File: src/rtl/uart_pkg.sv
// Shared types and helpers for the UART transmit arbiter.
// The arbiter top honours the optional `UART_ARB_LOCK_EN` packet-lock build macro.
package uart_pkg;

    typedef enum logic [1:0] {
        IDLE       = 2'd0,
        LOAD       = 2'd1,
        WAIT_BUSY  = 2'd2,
        WAIT_EMPTY = 2'd3
    } arb_state_t;

    localparam int UART_DATA_W = 8;

    function automatic int id_width(input int n);
        if (n <= 2) begin
            return 1;
        end else begin
            return $clog2(n);
        end
    endfunction

endpackage

File: src/rtl/uart_rr_pick.sv
// Round-robin picker: rotate the request vector so the pointer sits at bit 0,
// take the lowest set bit, then rotate the index back.
module uart_rr_pick
    import uart_pkg::*;
#(
    parameter int NUM_REQ = 4,
    parameter int IDW     = id_width(NUM_REQ)
) (
    input  logic [NUM_REQ-1:0] req_i,
    input  logic [IDW-1:0]     ptr_i,
    output logic [NUM_REQ-1:0] gnt_o,
    output logic [IDW-1:0]     idx_o,
    output logic               any_o
);

    localparam logic [IDW:0] NUM_L = (IDW+1)'(NUM_REQ);

    logic [2*NUM_REQ-1:0] dbl_s;
    logic [NUM_REQ-1:0]   rot_s;
    logic [IDW-1:0]       enc_s;
    logic [IDW:0]         sum_s;

    // rotate, priority-encode, rotate back
    always_comb begin
        dbl_s = {req_i, req_i} >> ptr_i;
        rot_s = dbl_s[NUM_REQ-1:0];
        enc_s = '0;
        for (int k = NUM_REQ - 1; k >= 0; k--) begin
            if (rot_s[k]) begin
                enc_s = k[IDW-1:0];
            end else begin
                enc_s = enc_s;
            end
        end
        sum_s = {1'b0, enc_s} + {1'b0, ptr_i};
        if (sum_s >= NUM_L) begin
            sum_s = sum_s - NUM_L;
        end else begin
            sum_s = sum_s;
        end
        any_o = |rot_s;
        idx_o = sum_s[IDW-1:0];
        gnt_o = {{(NUM_REQ-1){1'b0}}, any_o} << idx_o;
    end

endmodule

File: src/rtl/uart_tx_arbiter.sv
// Round-robin arbiter sharing one UART transmitter between NUM_REQ producers.
// Build macro UART_ARB_LOCK_EN keeps a requester granted until its req_last byte.
module uart_tx_arbiter
    import uart_pkg::*;
#(
    parameter int NUM_REQ    = 4,
    parameter int DATA_W     = UART_DATA_W,
    parameter int TMO_CYCLES = 64
) (
    input  logic                        txclk,
    input  logic                        reset,
    input  logic                        en,
    input  logic [NUM_REQ-1:0]          req_valid,
    input  logic [NUM_REQ*DATA_W-1:0]   req_data,
    input  logic [NUM_REQ-1:0]          req_last,
    output logic [NUM_REQ-1:0]          req_ready,
    output logic [id_width(NUM_REQ)-1:0] grant_id,
    output logic                        busy,
    output logic                        ld_tx_data,
    output logic [DATA_W-1:0]           tx_data,
    output logic                        tx_enable,
    input  logic                        tx_empty,
    output logic                        err_timeout,
    input  logic                        err_clr
);

    localparam int IDW = id_width(NUM_REQ);
    localparam int WDW = $clog2(TMO_CYCLES + 1);
    localparam logic [WDW-1:0] WD_MAX = WDW'(TMO_CYCLES - 1);
    localparam logic [WDW-1:0] WD_ONE = WDW'(1);
    localparam logic [IDW:0]   NUM_L  = (IDW+1)'(NUM_REQ);
    localparam logic [IDW:0]   ID_ONE = (IDW+1)'(1);

    arb_state_t          state_q;
    logic [IDW-1:0]      ptr_q;
    logic [DATA_W-1:0]   byte_q;
    logic [WDW-1:0]      wd_q;
    logic                wb_cnt_q;
    logic                reissue_q;
    logic [NUM_REQ-1:0]  req_ready_q;
    logic [IDW-1:0]      grant_id_q;
    logic                busy_q;
    logic                ld_q;
    logic [DATA_W-1:0]   tx_data_q;
    logic                tx_en_q;
    logic                err_q;

    logic [NUM_REQ-1:0]  elig_s;
    logic [NUM_REQ-1:0]  gnt_s;
    logic [IDW-1:0]      win_idx_s;
    logic                any_s;
    logic [IDW:0]        inc_s;
    logic [IDW-1:0]      ptr_d;
    logic [DATA_W-1:0]   win_byte_s;

`ifdef UART_ARB_LOCK_EN
    logic                lock_q;
    logic [IDW-1:0]      lock_id_q;
    logic [NUM_REQ-1:0]  lock_mask_s;

    // while a packet is open only its owner may compete
    always_comb begin
        lock_mask_s = {{(NUM_REQ-1){1'b0}}, 1'b1} << lock_id_q;
        if (lock_q) begin
            elig_s = req_valid & lock_mask_s;
        end else begin
            elig_s = req_valid;
        end
    end
`else
    logic unused_last_s;
    assign unused_last_s = ^req_last;

    // per-byte arbitration: every valid requester competes
    always_comb begin
        elig_s = req_valid;
    end
`endif

    uart_rr_pick #(
        .NUM_REQ (NUM_REQ),
        .IDW     (IDW)
    ) u_pick (
        .req_i  (elig_s),
        .ptr_i  (ptr_q),
        .gnt_o  (gnt_s),
        .idx_o  (win_idx_s),
        .any_o  (any_s)
    );

    // next search start and the winning byte
    always_comb begin
        inc_s = {1'b0, win_idx_s} + ID_ONE;
        if (inc_s >= NUM_L) begin
            ptr_d = '0;
        end else begin
            ptr_d = inc_s[IDW-1:0];
        end
        win_byte_s = req_data[win_idx_s*DATA_W +: DATA_W];
    end

    // arbiter FSM with registered outputs; set of err_timeout wins over err_clr
    always_ff @(posedge txclk) begin
        if (reset) begin
            state_q     <= IDLE;
            ptr_q       <= '0;
            byte_q      <= '0;
            wd_q        <= '0;
            wb_cnt_q    <= 1'b0;
            reissue_q   <= 1'b0;
            req_ready_q <= '0;
            grant_id_q  <= '0;
            busy_q      <= 1'b0;
            ld_q        <= 1'b0;
            tx_data_q   <= '0;
            tx_en_q     <= 1'b0;
            err_q       <= 1'b0;
`ifdef UART_ARB_LOCK_EN
            lock_q      <= 1'b0;
            lock_id_q   <= '0;
`endif
        end else begin
            req_ready_q <= '0;
            ld_q        <= 1'b0;
            tx_en_q     <= en;
            if (err_clr) begin
                err_q <= 1'b0;
            end else begin
                err_q <= err_q;
            end
            case (state_q)
                IDLE: begin
                    if (en && tx_empty && any_s) begin
                        req_ready_q <= gnt_s;
                        byte_q      <= win_byte_s;
                        grant_id_q  <= win_idx_s;
                        ptr_q       <= ptr_d;
                        reissue_q   <= 1'b0;
                        busy_q      <= 1'b1;
                        state_q     <= LOAD;
`ifdef UART_ARB_LOCK_EN
                        lock_q      <= ~req_last[win_idx_s];
                        lock_id_q   <= win_idx_s;
`endif
                    end else begin
                        busy_q <= 1'b0;
                    end
                end
                LOAD: begin
                    ld_q      <= 1'b1;
                    tx_data_q <= byte_q;
                    wb_cnt_q  <= 1'b0;
                    wd_q      <= '0;
                    if (reissue_q) begin
                        state_q <= WAIT_EMPTY;
                    end else begin
                        state_q <= WAIT_BUSY;
                    end
                end
                WAIT_BUSY: begin
                    if (!tx_empty) begin
                        state_q <= WAIT_EMPTY;
                    end else if (wb_cnt_q) begin
                        // uart never went busy: load the same byte one more time
                        reissue_q <= 1'b1;
                        state_q   <= LOAD;
                    end else begin
                        wb_cnt_q <= 1'b1;
                    end
                end
                WAIT_EMPTY: begin
                    if (tx_empty) begin
                        wd_q    <= '0;
                        busy_q  <= 1'b0;
                        state_q <= IDLE;
                    end else if (en) begin
                        if (wd_q == WD_MAX) begin
                            err_q   <= 1'b1;
                            wd_q    <= '0;
                            busy_q  <= 1'b0;
                            state_q <= IDLE;
                        end else begin
                            wd_q <= wd_q + WD_ONE;
                        end
                    end else begin
                        wd_q <= wd_q;
                    end
                end
                default: begin
                    busy_q  <= 1'b0;
                    state_q <= IDLE;
                end
            endcase
        end
    end

    assign req_ready   = req_ready_q;
    assign grant_id    = grant_id_q;
    assign busy        = busy_q;
    assign ld_tx_data  = ld_q;
    assign tx_data     = tx_data_q;
    assign tx_enable   = tx_en_q;
    assign err_timeout = err_q;

endmodule

File: config.mk
export PLATFORM = sky130hd
export DESIGN_NAME = uart_tx_arbiter
export DESIGN_NICKNAME = d
export VERILOG_FILES = /design/src/rtl/uart_pkg.sv /design/src/rtl/uart_rr_pick.sv /design/src/rtl/uart_tx_arbiter.sv
export SDC_FILE = /design/constraint.sdc
export NUM_CORES = 1
export LEC_CHECK = 0
export CAP_MARGIN = 20
export CORE_ASPECT_RATIO = 0.6
export CORE_MARGIN = 2
export CORE_UTILIZATION = 25
export CTS_CLUSTER_SIZE = 24
export DETAILED_ROUTE_END_ITERATION = 7
export PLACE_DENSITY = 0.47
export SLEW_MARGIN = 0
export SYNTH_ARGS = -nofsm -noshare
export SYNTH_HDL_FRONTEND = slang
export SYNTH_HIERARCHICAL = 1
export SYNTH_SLANG_ARGS = --single-unit
File: constraint.sdc
create_clock -name txclk -period 2.7 [get_ports txclk]
set_clock_uncertainty 0.15 [all_clocks]
set_input_delay 0.405 -clock txclk [delete_from_list [all_inputs] [get_ports txclk]]
set_output_delay 0.405 -clock txclk [all_outputs]
set_load 0.03 [all_outputs]
==> impl_metrics.prom, run 1 <==
# TYPE chip_impl_metric gauge
chip_impl_info{name="outcome",value="finished, final reports clean"} 1
chip_impl_metric{name="synthesis.area",unit="um2"} 1970
chip_impl_metric{name="num-nets-final",unit=""} 349
chip_impl_metric{name="route.vias.total",unit=""} 1812
chip_impl_metric{name="clkSlewWorstSetupHoldPaths",unit="ns"} 0.06
chip_impl_info{name="worstHoldPathType",value="register to register"} 1
chip_impl_metric{name="path_max_fanout",unit=""} 5
chip_impl_metric{name="seq_power_share",unit="%"} 37.2
chip_impl_metric{name="timing.slew.headroom",unit="%"} 61.9
chip_impl_metric{name="place.gp.congestion",unit=""} 0.769
chip_impl_metric{name="synthesis.yosys.warnings",unit=""} 6
chip_impl_metric{name="p_clk_share",unit="%"} 33.9
chip_impl_metric{name="timing.max_cap.violations",unit=""} 0
chip_impl_metric{name="antenna_cells",unit=""} 0
chip_impl_metric{name="critical_path_buf_inv_count",unit=""} 3
chip_impl_metric{name="multi_input_comb_area",unit="um2"} 1100
chip_impl_metric{name="core-area",unit="um2"} 7760
chip_impl_metric{name="combPwrFrac",unit="%"} 28.9
chip_impl_info{name="reg2reg_from",value="ptr_q[1]"} 1
chip_impl_metric{name="clockBufferDepth",unit=""} 2
chip_impl_metric{name="drt_iter0_drc",unit=""} 133
chip_impl_metric{name="proportion_of_register_bits_with_asynchronous_set_or_reset_after_synthesis",unit="%"} 0
chip_impl_metric{name="timing.final.max_slew_violations",unit=""} 0
chip_impl_metric{name="cts_buffers",unit=""} 5
chip_impl_metric{name="die_height",unit="um"} 72.8
chip_impl_metric{name="regArea",unit="um2"} 781
chip_impl_metric{name="data_arrival_time_at_the_worst_slack_endpoint",unit="ns"} 2.55
chip_impl_metric{name="critPathMaxStageDelay",unit="ns"} 0.47
chip_impl_metric{name="numClockSinks",unit=""} 39
chip_impl_metric{name="switching_power",unit="uW"} 465
chip_impl_metric{name="postSynthAreaPerCell",unit="um2"} 8.57
chip_impl_metric{name="global_route.overflow_total",unit=""} 0
chip_impl_info{name="cts_tree",value="yes"} 1
chip_impl_metric{name="grt_util_all_layers",unit="%"} 12.7
chip_impl_metric{name="placement_rows",unit=""} 25
chip_impl_metric{name="post-route-util",unit="%"} 38.6
chip_impl_info{name="synth-main-ff-cell",value="dfxtp_1"} 1
chip_impl_info{name="setup.worst_path.start_class",value="input pin"} 1
chip_impl_metric{name="synthesis_to_layout_area_growth",unit="%"} 51.8
chip_impl_metric{name="hpwlAfterDp",unit="um"} 3780
chip_impl_metric{name="io_buffer_count",unit=""} 58
chip_impl_metric{name="placed_standard_cell_area",unit="um2"} 2790
chip_impl_metric{name="grt_first_pass_wirelength",unit="um"} 8720
chip_impl_metric{name="drcViolationCount",unit=""} 0
chip_impl_metric{name="antenna_found_initial",unit=""} 0
chip_impl_metric{name="dpl.cell_count",unit=""} 400
chip_impl_metric{name="post-route-cell-area",unit="um2"} 2990
chip_impl_info{name="critical_path_sink_type",value="register"} 1
chip_impl_metric{name="power.internal",unit="mW"} 1.23
chip_impl_metric{name="worst_voltage_drop_across_the_vdd_grid",unit="uV"} 259
chip_impl_metric{name="routed_wl",unit="um"} 5120
chip_impl_metric{name="yosys.area.top_type_share",unit="%"} 39.6
chip_impl_metric{name="synth_cell_types",unit=""} 44
chip_impl_metric{name="via_per_inst",unit=""} 4.42
chip_impl_metric{name="setup_viol",unit=""} 0
chip_impl_info{name="critical-path-slowest-cell",value="clkdlybuf4s50_1"} 1
chip_impl_metric{name="fraction_of_final_layout_cells_sized_beyond_drive_strength_1",unit="%"} 14.6
chip_impl_metric{name="layout_min_cycle_time",unit="ns"} 2.54
chip_impl_metric{name="total_leakage_power",unit="nW"} 1.08
chip_impl_info{name="rsz_0062_raised_after_global_routing",value="false"} 1
chip_impl_metric{name="final_hold_viol_count",unit=""} 0
chip_impl_metric{name="grt_start_max_net_pins",unit=""} 27
chip_impl_metric{name="first_global_vias",unit=""} 1835
chip_impl_metric{name="max_frequency",unit="GHz"} 0.394
chip_impl_info{name="worstSetupStartpoint",value="req_valid[3]"} 1
chip_impl_metric{name="floorplan.die.width",unit="um"} 119
chip_impl_info{name="critPathKind",value="input pin to register"} 1
chip_impl_metric{name="clk_lat_worst_skew",unit="ns"} 0.28
chip_impl_info{name="layout_commonest_cell",value="clkdlybuf4s50_1"} 1
chip_impl_metric{name="yosysSeqAreaShare",unit="%"} 39.6
chip_impl_metric{name="required",unit="ns"} 2.71
chip_impl_info{name="synth_largest_area_cell",value="dfxtp_1"} 1
chip_impl_metric{name="detail_route.first_pass.iterations",unit=""} 4
chip_impl_info{name="hold_path.startpoint",value="byte_q[3]"} 1
chip_impl_metric{name="synth.ff_latch_count",unit=""} 39
chip_impl_metric{name="antenna_left",unit=""} 0
chip_impl_metric{name="period_share",unit="%"} 94.0
chip_impl_metric{name="synth_fp_nets",unit=""} 278
chip_impl_metric{name="max_slew.worst_pin.slew",unit="ns"} 0.571
chip_impl_metric{name="drt-wirelength-per-cell",unit="um"} 12.5
chip_impl_metric{name="dieArea",unit="um2"} 8640
chip_impl_metric{name="postSynthCellCount",unit=""} 230
chip_impl_metric{name="stdcell_count",unit=""} 410
chip_impl_info{name="cp_cell_sequence",value="clkdlybuf4s50_1 -> buf_4 -> nand3b_1 -> o31ai_1 -> a311o_1 -> xnor2_2 -> bufbuf_16 -> mux4_2 -> nand2_1 -> a21oi_1"} 1
chip_impl_metric{name="floorplan.io_pins",unit=""} 63
chip_impl_metric{name="sw_frac_of_total",unit="%"} 27.4
chip_impl_info{name="cts-root-buf",value="clkbuf_16"} 1
chip_impl_metric{name="floorplan.initialDensity",unit="%"} 25.4
chip_impl_info{name="critPathTopFamily",value="buffers and inverters"} 1
chip_impl_metric{name="power.density_cell_area",unit="nW/um2"} 568
chip_impl_metric{name="synth_enable_flop_cells",unit=""} 0
chip_impl_info{name="netlist_top_cells_area",value="dfxtp_1 (40%), nand2_1 (9.7%), mux4_2 (9.1%)"} 1
chip_impl_metric{name="fillerInstances",unit=""} 830
chip_impl_info{name="layout.cells.most_common_list",value="clkdlybuf4s50_1 (55), nand2_1 (51), dfxtp_1 (39)"} 1
chip_impl_metric{name="h-tree-depth",unit=""} 2
synth_stat cells, types with 2 or more instances:
library cell,count
a21oi_1,27
a311oi_1,2
a32oi_1,2
and3_1,2
buf_1,2
buf_2,5
clkbuf_1,6
dfxtp_1,39
ha_1,3
inv_1,8
mux2i_1,5
mux4_2,8
nand2_1,51
nand2b_1,5
nor2_1,15
nor2b_1,3
nor3_1,3
nor3b_1,4
nor4_1,2
o2111ai_1,2
o211ai_1,2
o21ai_0,5
o21bai_1,2
or3_1,2
xnor2_1,2
xor2_1,5
cell type report:
type,instances,area share [%]
Multi-Input combinational cell,168,36.9
Timing Repair Buffer,79,26.6
Sequential cell,39,26.1
Tap cell,108,4.52
Clock buffer,5,4.18
Inverter,8,1.00
Clock inverter,3,0.669
layer usage:
layer | share of wire [%] | global-route usage [%] | up-vias | wire length, um
li1 | - | - | 942 | -
met5 | 0 | 0 | - | 0
met4 | 0.16 | 2.38 | 0 | 8
met1 | 55 | 18.5 | 825 | 2820
met2 | 38 | 17.8 | 43 | 1950
met3 | 6.5 | 4.77 | 2 | 334
flip-flops by register name (all words and copies together), names as in the netlist:
| register | count |
|---|---|
| busy | 1 |
| byte_q | 8 |
| err_timeout | 1 |
| grant_id | 2 |
| ld_tx_data | 1 |
| ptr_q | 2 |
| reissue_q | 1 |
| req_ready | 4 |
| state_q | 2 |
| tx_data | 8 |
| tx_enable | 1 |
| wb_cnt_q | 1 |
| wd_q | 7 |
tightest hold or removal path: cells and delay by family, from the launching register on:
family	cells	cell delay, ns
DFF	1	0.31
and+or+nand+nor	1	0.05
AOI/OAI and AO/OA	1	0.05
what timing repair did:
action,in CTS,in global routing
resized for setup,7,0
buffers inserted,0,1
cloned,1,0
hold buffers,0,0
pin swaps,1,1
endpoints found under the setup margin,9,3
metrics by stage:
stage                     setup slack (ns)  hold slack, ns  setup TNS (ns)  power [mW]
after global routing                0.0663           0.333               0        1.79
after CTS                           0.0456           0.305               0        1.71
after detailed placement            -0.393           0.299           -3.91        1.10
after floorplan                      0.104           0.282               0       0.908
final                                0.162           0.299               0        1.70
after global placement              -0.399           0.292           -3.94        1.10
power by group through the flow:
stage                     clock (mW)  combinational (mW)  sequential (mW)
final                          0.576               0.491            0.633
after global routing           0.612               0.537            0.638
after CTS                      0.589               0.493            0.633
after detailed placement           0               0.450            0.645
after global placement             0               0.450            0.645
after floorplan                    0               0.255            0.653
logic make-up after synthesis:
kind of cell             share of synthesized area [%]
XOR/XNOR                                          3.11
adder cells (fa/ha/maj)                           1.90
multiplexers                                      11.7
AND/OR/NAND/NOR                                   21.7
AO/OA/AOI/OAI                                     16.8
flip-flops                                        39.6
buffers and inverters                             5.27
final timing paths:
check	slack, ns	cells after the start	end
max	0.16	10	byte_q[4]
min	0.30	2	tx_data[3]
max reg2reg	0.23	11	byte_q[4]
min reg2reg	0.30	2	tx_data[3]
Power figures use the tool's default switching activity.
==> run 2, diff against run 1 <==
--- a/config.mk
+++ b/config.mk
@@ -5,13 +5,14 @@
 export SDC_FILE = /design/constraint.sdc
 export NUM_CORES = 1
 export LEC_CHECK = 0
-export CAP_MARGIN = 20
-export CORE_ASPECT_RATIO = 0.6
+export CAP_MARGIN = 40
+export CORE_ASPECT_RATIO = 1.5
 export CORE_MARGIN = 2
 export CORE_UTILIZATION = 25
 export CTS_CLUSTER_SIZE = 24
 export DETAILED_ROUTE_END_ITERATION = 7
 export PLACE_DENSITY = 0.47
+export RECOVER_POWER = 50
 export SLEW_MARGIN = 0
 export SYNTH_ARGS = -nofsm -noshare
 export SYNTH_HDL_FRONTEND = slang
==> impl_metrics.prom, run 2 (synthesis results as in run 1) <==
# TYPE chip_impl_metric gauge
chip_impl_metric{name="multi_input_comb_area",unit="um2"} 1100
chip_impl_info{name="reg2reg_to",value="byte_q[1]"} 1
chip_impl_metric{name="h-tree-depth",unit=""} 2
chip_impl_metric{name="synthesis_to_layout_area_growth",unit="%"} 52.8
chip_impl_metric{name="first_global_vias",unit=""} 1807
chip_impl_metric{name="total_leakage_power",unit="nW"} 1.16
chip_impl_info{name="critical_path_sink_type",value="register"} 1
chip_impl_metric{name="timing.max_cap.violations",unit=""} 0
chip_impl_metric{name="cts_buffers",unit=""} 5
chip_impl_metric{name="data_arrival_time_at_the_worst_slack_endpoint",unit="ns"} 2.60
chip_impl_metric{name="post-route-cell-area",unit="um2"} 3010
chip_impl_metric{name="dieArea",unit="um2"} 8630
chip_impl_metric{name="die_height",unit="um"} 113
chip_impl_metric{name="fraction_of_final_layout_cells_sized_beyond_drive_strength_1",unit="%"} 15.1
chip_impl_metric{name="cts_setup_buffers",unit=""} 0
chip_impl_info{name="cts-root-buf",value="clkbuf_16"} 1
chip_impl_metric{name="power.density_cell_area",unit="nW/um2"} 588
chip_impl_metric{name="drt-wirelength-per-cell",unit="um"} 12.2
chip_impl_metric{name="required",unit="ns"} 2.71
chip_impl_metric{name="placement_rows",unit=""} 39
chip_impl_metric{name="power.internal",unit="mW"} 1.31
chip_impl_metric{name="drt_iter0_drc",unit=""} 83
chip_impl_metric{name="reg2reg_slack",unit="ns"} 0.19
chip_impl_info{name="setup.worst_path.start_class",value="input pin"} 1
chip_impl_metric{name="grt_start_max_net_pins",unit=""} 27
chip_impl_metric{name="place.gp.congestion",unit=""} 0.777
chip_impl_metric{name="max_frequency",unit="GHz"} 0.386
chip_impl_info{name="reg2reg_from",value="ptr_q[1]"} 1
chip_impl_metric{name="clkSlewWorstSetupHoldPaths",unit="ns"} 0.06
chip_impl_metric{name="ff2ff_path_depth",unit=""} 11
chip_impl_info{name="outcome",value="finished, final reports clean"} 1
chip_impl_metric{name="p_clk_share",unit="%"} 37.9
chip_impl_info{name="critPathKind",value="input pin to register"} 1
chip_impl_metric{name="hpwlAfterDp",unit="um"} 3760
chip_impl_metric{name="timing.final.max_slew_violations",unit=""} 0
chip_impl_metric{name="antenna_left",unit=""} 0
chip_impl_metric{name="grt_first_pass_wirelength",unit="um"} 8480
chip_impl_info{name="hold_path.startpoint",value="tx_data[5]"} 1
chip_impl_metric{name="hold_buffers",unit=""} 0
chip_impl_info{name="layout.cells.most_common_list",value="nand2_1 (51), dfxtp_1 (39), clkdlybuf4s50_1 (39)"} 1
chip_impl_metric{name="post-route-util",unit="%"} 39.6
chip_impl_metric{name="core-area",unit="um2"} 7610
chip_impl_metric{name="floorplan.die.width",unit="um"} 76.5
chip_impl_metric{name="antenna_found_initial",unit=""} 0
chip_impl_metric{name="fillerInstances",unit=""} 807
chip_impl_metric{name="sw_frac_of_total",unit="%"} 26.0
chip_impl_metric{name="combPwrFrac",unit="%"} 26.4
chip_impl_metric{name="placed_standard_cell_area",unit="um2"} 2790
chip_impl_metric{name="num-nets-final",unit=""} 351
chip_impl_metric{name="io_buffer_count",unit=""} 58
chip_impl_metric{name="global_route.overflow_total",unit=""} 0
chip_impl_info{name="worst_hold_path.endpoint",value="tx_data[5]"} 1
chip_impl_metric{name="clk_lat_worst_skew",unit="ns"} 0.28
chip_impl_info{name="worstHoldPathType",value="register to register"} 1
chip_impl_metric{name="period_share",unit="%"} 95.9
chip_impl_metric{name="regArea",unit="um2"} 781
chip_impl_metric{name="route.vias.total",unit=""} 1852
chip_impl_metric{name="timing.slew.headroom",unit="%"} 51.3
chip_impl_metric{name="floorplan.io_pins",unit=""} 63
chip_impl_metric{name="clockBufferDepth",unit=""} 2
chip_impl_metric{name="numClockSinks",unit=""} 39
chip_impl_metric{name="setup_viol",unit=""} 0
chip_impl_metric{name="layout_min_cycle_time",unit="ns"} 2.59
chip_impl_metric{name="worst_voltage_drop_across_the_vdd_grid",unit="uV"} 282
chip_impl_info{name="rsz_0062_raised_after_global_routing",value="false"} 1
chip_impl_metric{name="seq_power_share",unit="%"} 35.7
chip_impl_metric{name="drcViolationCount",unit=""} 0
chip_impl_metric{name="path_max_fanout",unit=""} 4
chip_impl_metric{name="final_hold_viol_count",unit=""} 0
chip_impl_metric{name="number_of_cells_on_the_worst_hold_path",unit=""} 2
chip_impl_metric{name="switching_power",unit="uW"} 461
chip_impl_metric{name="antenna_cells",unit=""} 0
chip_impl_metric{name="grt_util_all_layers",unit="%"} 12.1
chip_impl_metric{name="routed_wl",unit="um"} 4960
chip_impl_info{name="cts_tree",value="yes"} 1
chip_impl_metric{name="detail_route.first_pass.iterations",unit=""} 4
chip_impl_metric{name="max_slew.worst_pin.slew",unit="ns"} 0.725
chip_impl_metric{name="floorplan.initialDensity",unit="%"} 25.9
chip_impl_metric{name="via_per_inst",unit=""} 4.56
chip_impl_info{name="layout_commonest_cell",value="nand2_1"} 1
-- run 2: through the flow --
step                      hold slack (ns)  power, mW  cells  setup TNS [ns]  worst slack [ns]
after detailed placement            0.298       1.09    397           -3.51            -0.345
after floorplan                     0.282      0.908    230               0             0.104
final                               0.302       1.77    406               0             0.111
after global placement              0.291       1.09    396           -4.09            -0.352
after CTS                           0.303       1.77    405               0            0.0324
after global routing                0.319       1.86    406               0            0.0197
-- run 2: layout make-up --
class / instances / area share, %
Inverter: 8 / 0.997
Clock buffer: 5 / 4.15
Tap cell: 102 / 4.24
Multi-Input combinational cell: 168 / 36.7
Sequential cell: 39 / 25.9
Clock inverter: 3 / 1.45
Timing Repair Buffer: 81 / 26.6
-- run 2: what timing repair did --
| item | CTS | global route |
|---|---|---|
| endpoints found under the setup margin | 8 | 10 |
| gates cloned | 0 | 1 |
| resized for setup | 2 | 5 |
| pin swaps | 0 | 1 |
-- run 2: worst max-delay path: stages --
cell and delay, ns:
clkdlybuf4s50_1 0.44, o21ai_1 0.09, a21oi_1 0.08, o31a_1 0.28, ha_2 0.19, xnor2_2 0.15
xnor2_2 0.33, clkbuf_16 0.22, mux4_2 0.28, nand2_1 0.08, a21oi_1 0.05
-- run 2: how the worst max path moves through the flow --
stage | start | end | cells past startpoint
after detailed placement | req_valid[0] | byte_q[0] | 12
after CTS | req_valid[0] | byte_q[0] | 12
after floorplan | ptr_q[1] | byte_q[3] | 12
after global placement | req_valid[1] | byte_q[0] | 10
after global routing | req_valid[3] | byte_q[1] | 10
final | req_valid[3] | byte_q[1] | 11
-- run 2: power by group through the flow --
stage	Sequential [mW]	Combinational, mW	Clock, mW
detailed placement	0.645	0.448	0
CTS	0.633	0.456	0.684
finish	0.632	0.468	0.671
global placement	0.645	0.446	0
global route	0.637	0.512	0.708
floorplan	0.653	0.255	0
-- run 2: metal layers --
layer / wire length, um / vias to the layer above / track usage (%)
met2: 2620 / 41 / 22.2
met4: 138 / 0 / 6.30
met3: 186 / 8 / 1.67
met5: 0 / - / 0
met1: 2020 / 858 / 13.4
li1: - / 945 / -
==> run 3, diff against run 2 <==
--- a/config.mk
+++ b/config.mk
@@ -11,10 +11,11 @@
 export CORE_UTILIZATION = 25
 export CTS_CLUSTER_SIZE = 24
 export DETAILED_ROUTE_END_ITERATION = 7
-export PLACE_DENSITY = 0.47
+export PLACE_DENSITY = 0.48
 export RECOVER_POWER = 50
 export SLEW_MARGIN = 0
 export SYNTH_ARGS = -nofsm -noshare
 export SYNTH_HDL_FRONTEND = slang
 export SYNTH_HIERARCHICAL = 1
 export SYNTH_SLANG_ARGS = --single-unit
+export TNS_END_PERCENT = 5
==> impl_metrics.prom, run 3 (synthesis results as in run 1) <==
# TYPE chip_impl_metric gauge
chip_impl_info{name="outcome",value="finished, final reports clean"} 1
chip_impl_metric{name="final_hold_viol_count",unit=""} 0
chip_impl_metric{name="route.vias.total",unit=""} 1832
chip_impl_metric{name="path_max_fanout",unit=""} 5
chip_impl_metric{name="grt_first_pass_wirelength",unit="um"} 8600
chip_impl_metric{name="clockBufferDepth",unit=""} 2
chip_impl_metric{name="routed_wl",unit="um"} 5040
chip_impl_metric{name="totalPowerFinal",unit="mW"} 1.78
chip_impl_metric{name="ff2ff_path_depth",unit=""} 11
chip_impl_info{name="reg2reg_to",value="byte_q[6]"} 1
chip_impl_info{name="critical_path_sink_type",value="register"} 1
chip_impl_metric{name="dpl.cell_count",unit=""} 396
chip_impl_metric{name="synthesis_to_layout_area_growth",unit="%"} 52.7
chip_impl_metric{name="floorplan.initialDensity",unit="%"} 25.9
chip_impl_info{name="cts_tree",value="yes"} 1
chip_impl_metric{name="h-tree-depth",unit=""} 2
chip_impl_metric{name="fillerInstances",unit=""} 815
chip_impl_metric{name="placement_rows",unit=""} 39
chip_impl_info{name="rsz_0062_raised_after_global_routing",value="false"} 1
chip_impl_metric{name="post-route-util",unit="%"} 39.6
chip_impl_metric{name="total_leakage_power",unit="nW"} 1.15
chip_impl_info{name="critPathKind",value="input pin to register"} 1
chip_impl_metric{name="hpwlAfterDp",unit="um"} 3900
chip_impl_metric{name="required",unit="ns"} 2.71
chip_impl_metric{name="totalNegativeSetupSlack",unit="ns"} 0
chip_impl_metric{name="data_arrival_time_at_the_worst_slack_endpoint",unit="ns"} 2.59
chip_impl_metric{name="antenna_cells",unit=""} 0
chip_impl_metric{name="max_frequency",unit="GHz"} 0.388
chip_impl_metric{name="drt_iter0_drc",unit=""} 73
chip_impl_metric{name="num-nets-final",unit=""} 350
chip_impl_metric{name="antenna_found_initial",unit=""} 0
chip_impl_metric{name="period_share",unit="%"} 95.5
chip_impl_info{name="layout.cells.most_common_list",value="nand2_1 (51), dfxtp_1 (39), clkdlybuf4s50_1 (37)"} 1
chip_impl_metric{name="final.hold.worst_slack",unit="ns"} 0.299
chip_impl_metric{name="timing.final.max_slew_violations",unit=""} 0
chip_impl_metric{name="max_slew.worst_pin.slew",unit="ns"} 0.657
chip_impl_metric{name="stdcell_count",unit=""} 405
chip_impl_metric{name="worst_voltage_drop_across_the_vdd_grid",unit="uV"} 266
chip_impl_metric{name="first_global_vias",unit=""} 1808
chip_impl_info{name="critical-path-slowest-cell",value="clkdlybuf4s50_1"} 1
chip_impl_info{name="setup.worst_path.start_class",value="input pin"} 1
chip_impl_metric{name="io_buffer_count",unit=""} 58
chip_impl_metric{name="power.density_cell_area",unit="nW/um2"} 590
chip_impl_info{name="worstHoldPathType",value="register to register"} 1
chip_impl_metric{name="setup_viol",unit=""} 0
chip_impl_metric{name="critPathMaxStageDelay",unit="ns"} 0.45
chip_impl_metric{name="core-area",unit="um2"} 7610
chip_impl_metric{name="detail_route.first_pass.iterations",unit=""} 4
chip_impl_metric{name="timing.max_cap.violations",unit=""} 0
chip_impl_metric{name="via_per_inst",unit=""} 4.52
chip_impl_metric{name="numClockSinks",unit=""} 39
chip_impl_metric{name="dieArea",unit="um2"} 8630
chip_impl_info{name="reg2reg_from",value="ptr_q[1]"} 1
chip_impl_info{name="cp_cell_sequence",value="clkdlybuf4s50_1 -> o21ai_1 -> a21oi_1 -> o31a_1 -> ha_2 -> xnor2_2 -> xnor2_2 -> buf_12 -> mux4_2 -> nand2_1 -> a21oi_1"} 1
chip_impl_metric{name="grt_start_max_net_pins",unit=""} 18
chip_impl_metric{name="timing.slew.headroom",unit="%"} 56.1
chip_impl_metric{name="reg2reg_slack",unit="ns"} 0.21
chip_impl_metric{name="layout_min_cycle_time",unit="ns"} 2.58
chip_impl_metric{name="fraction_of_final_layout_cells_sized_beyond_drive_strength_1",unit="%"} 14.9
chip_impl_metric{name="antenna_left",unit=""} 0
chip_impl_info{name="worstSetupStartpoint",value="req_valid[3]"} 1
chip_impl_metric{name="hold_buffers",unit=""} 0
chip_impl_metric{name="clkSlewWorstSetupHoldPaths",unit="ns"} 0.06
chip_impl_metric{name="drt-wirelength-per-cell",unit="um"} 12.4
chip_impl_metric{name="floorplan.die.width",unit="um"} 76.5
chip_impl_metric{name="drcViolationCount",unit=""} 0
chip_impl_metric{name="floorplan.io_pins",unit=""} 63
chip_impl_info{name="worstSetupEndpoint",value="byte_q[6]"} 1
chip_impl_metric{name="die_height",unit="um"} 113
chip_impl_metric{name="place.gp.congestion",unit=""} 0.757
chip_impl_metric{name="grt_util_all_layers",unit="%"} 12.2
chip_impl_info{name="layout_commonest_cell",value="nand2_1"} 1
chip_impl_metric{name="clk_lat_worst_skew",unit="ns"} 0.27
chip_impl_metric{name="cts_buffers",unit=""} 5
chip_impl_info{name="cts-root-buf",value="clkbuf_16"} 1
chip_impl_metric{name="global_route.overflow_total",unit=""} 0
run 3: changes by cell type in the layout (fill, tap and decap cells not counted), sizes merged:
cell           delta
clkbuf            +1
buf               -1
dlygate4sd3       +2
dlygate4sd2       +3
clkinv            -1
clkdlybuf4s50     -2
dlymetal6s2s      -3
run 3: worst max-delay path: cells and delay by family:
family	cells	cell delay (ns)
AND/OR/NAND/NOR	1	0.09
adder cells (fa/ha/maj)	1	0.19
XOR/XNOR	2	0.45
AO/OA/AOI/OAI	4	0.53
buffers and inverters	2	0.61
multiplexers	1	0.30
run 3: what timing repair did:
item / CTS / global route
setup buffers: 0 / 0
resized for setup: 7 / 1
pin swaps: 1 / 2
gates cloned: 1 / 0
setup endpoints to repair: 9 / 3
run 3: per-stage QoR:
step,setup slack (ns),cell area (um2)
2_1_floorplan,0.104,1970
3_3_place_gp,-0.378,2790
3_5_place_dp,-0.384,2800
4_1_cts,0.0352,3020
5_1_grt,0.00668,3010
6_report,0.120,3010
run 3: worst min path at each step:
stage	startpoint	endpoint	cells past startpoint
2_1_floorplan	byte_q[0]	tx_data[0]	2
4_1_cts	byte_q[5]	tx_data[5]	2
5_1_grt	tx_data[0]	tx_data[0]	2
3_5_place_dp	byte_q[5]	tx_data[5]	2
3_3_place_gp	grant_id[1]	grant_id[1]	2
6_report	tx_data[4]	tx_data[4]	2
run 3: layer usage:
| metal | global-route usage [%] | vias to the layer above | share of wire [%] |
|---|---|---|---|
| met5 | 0 | - | 0 |
| met4 | 5.82 | 0 | 1.9 |
| met3 | 1.59 | 6 | 3.2 |
| met2 | 22.7 | 37 | 54 |
| met1 | 13.7 | 842 | 41 |
| li1 | - | 947 | - |
run 3: layout make-up:
| class | count | area (um2) | area share, % |
|---|---|---|---|
| clock buffers | 6 | 139 | 4.61 |
| clock inverters | 2 | 35.0 | 1.16 |
| inverters | 8 | 30.0 | 0.997 |
| multi-input cells | 168 | 1100 | 36.7 |
| flip-flops and latches | 39 | 781 | 25.9 |
| well taps | 102 | 128 | 4.24 |
| repair buffers | 80 | 795 | 26.4 |
run 3: power by group:
part | switching [mW] | internal (mW)
clock network | 0.218 | 0.459
registers | 0.0281 | 0.605
logic | 0.198 | 0.269
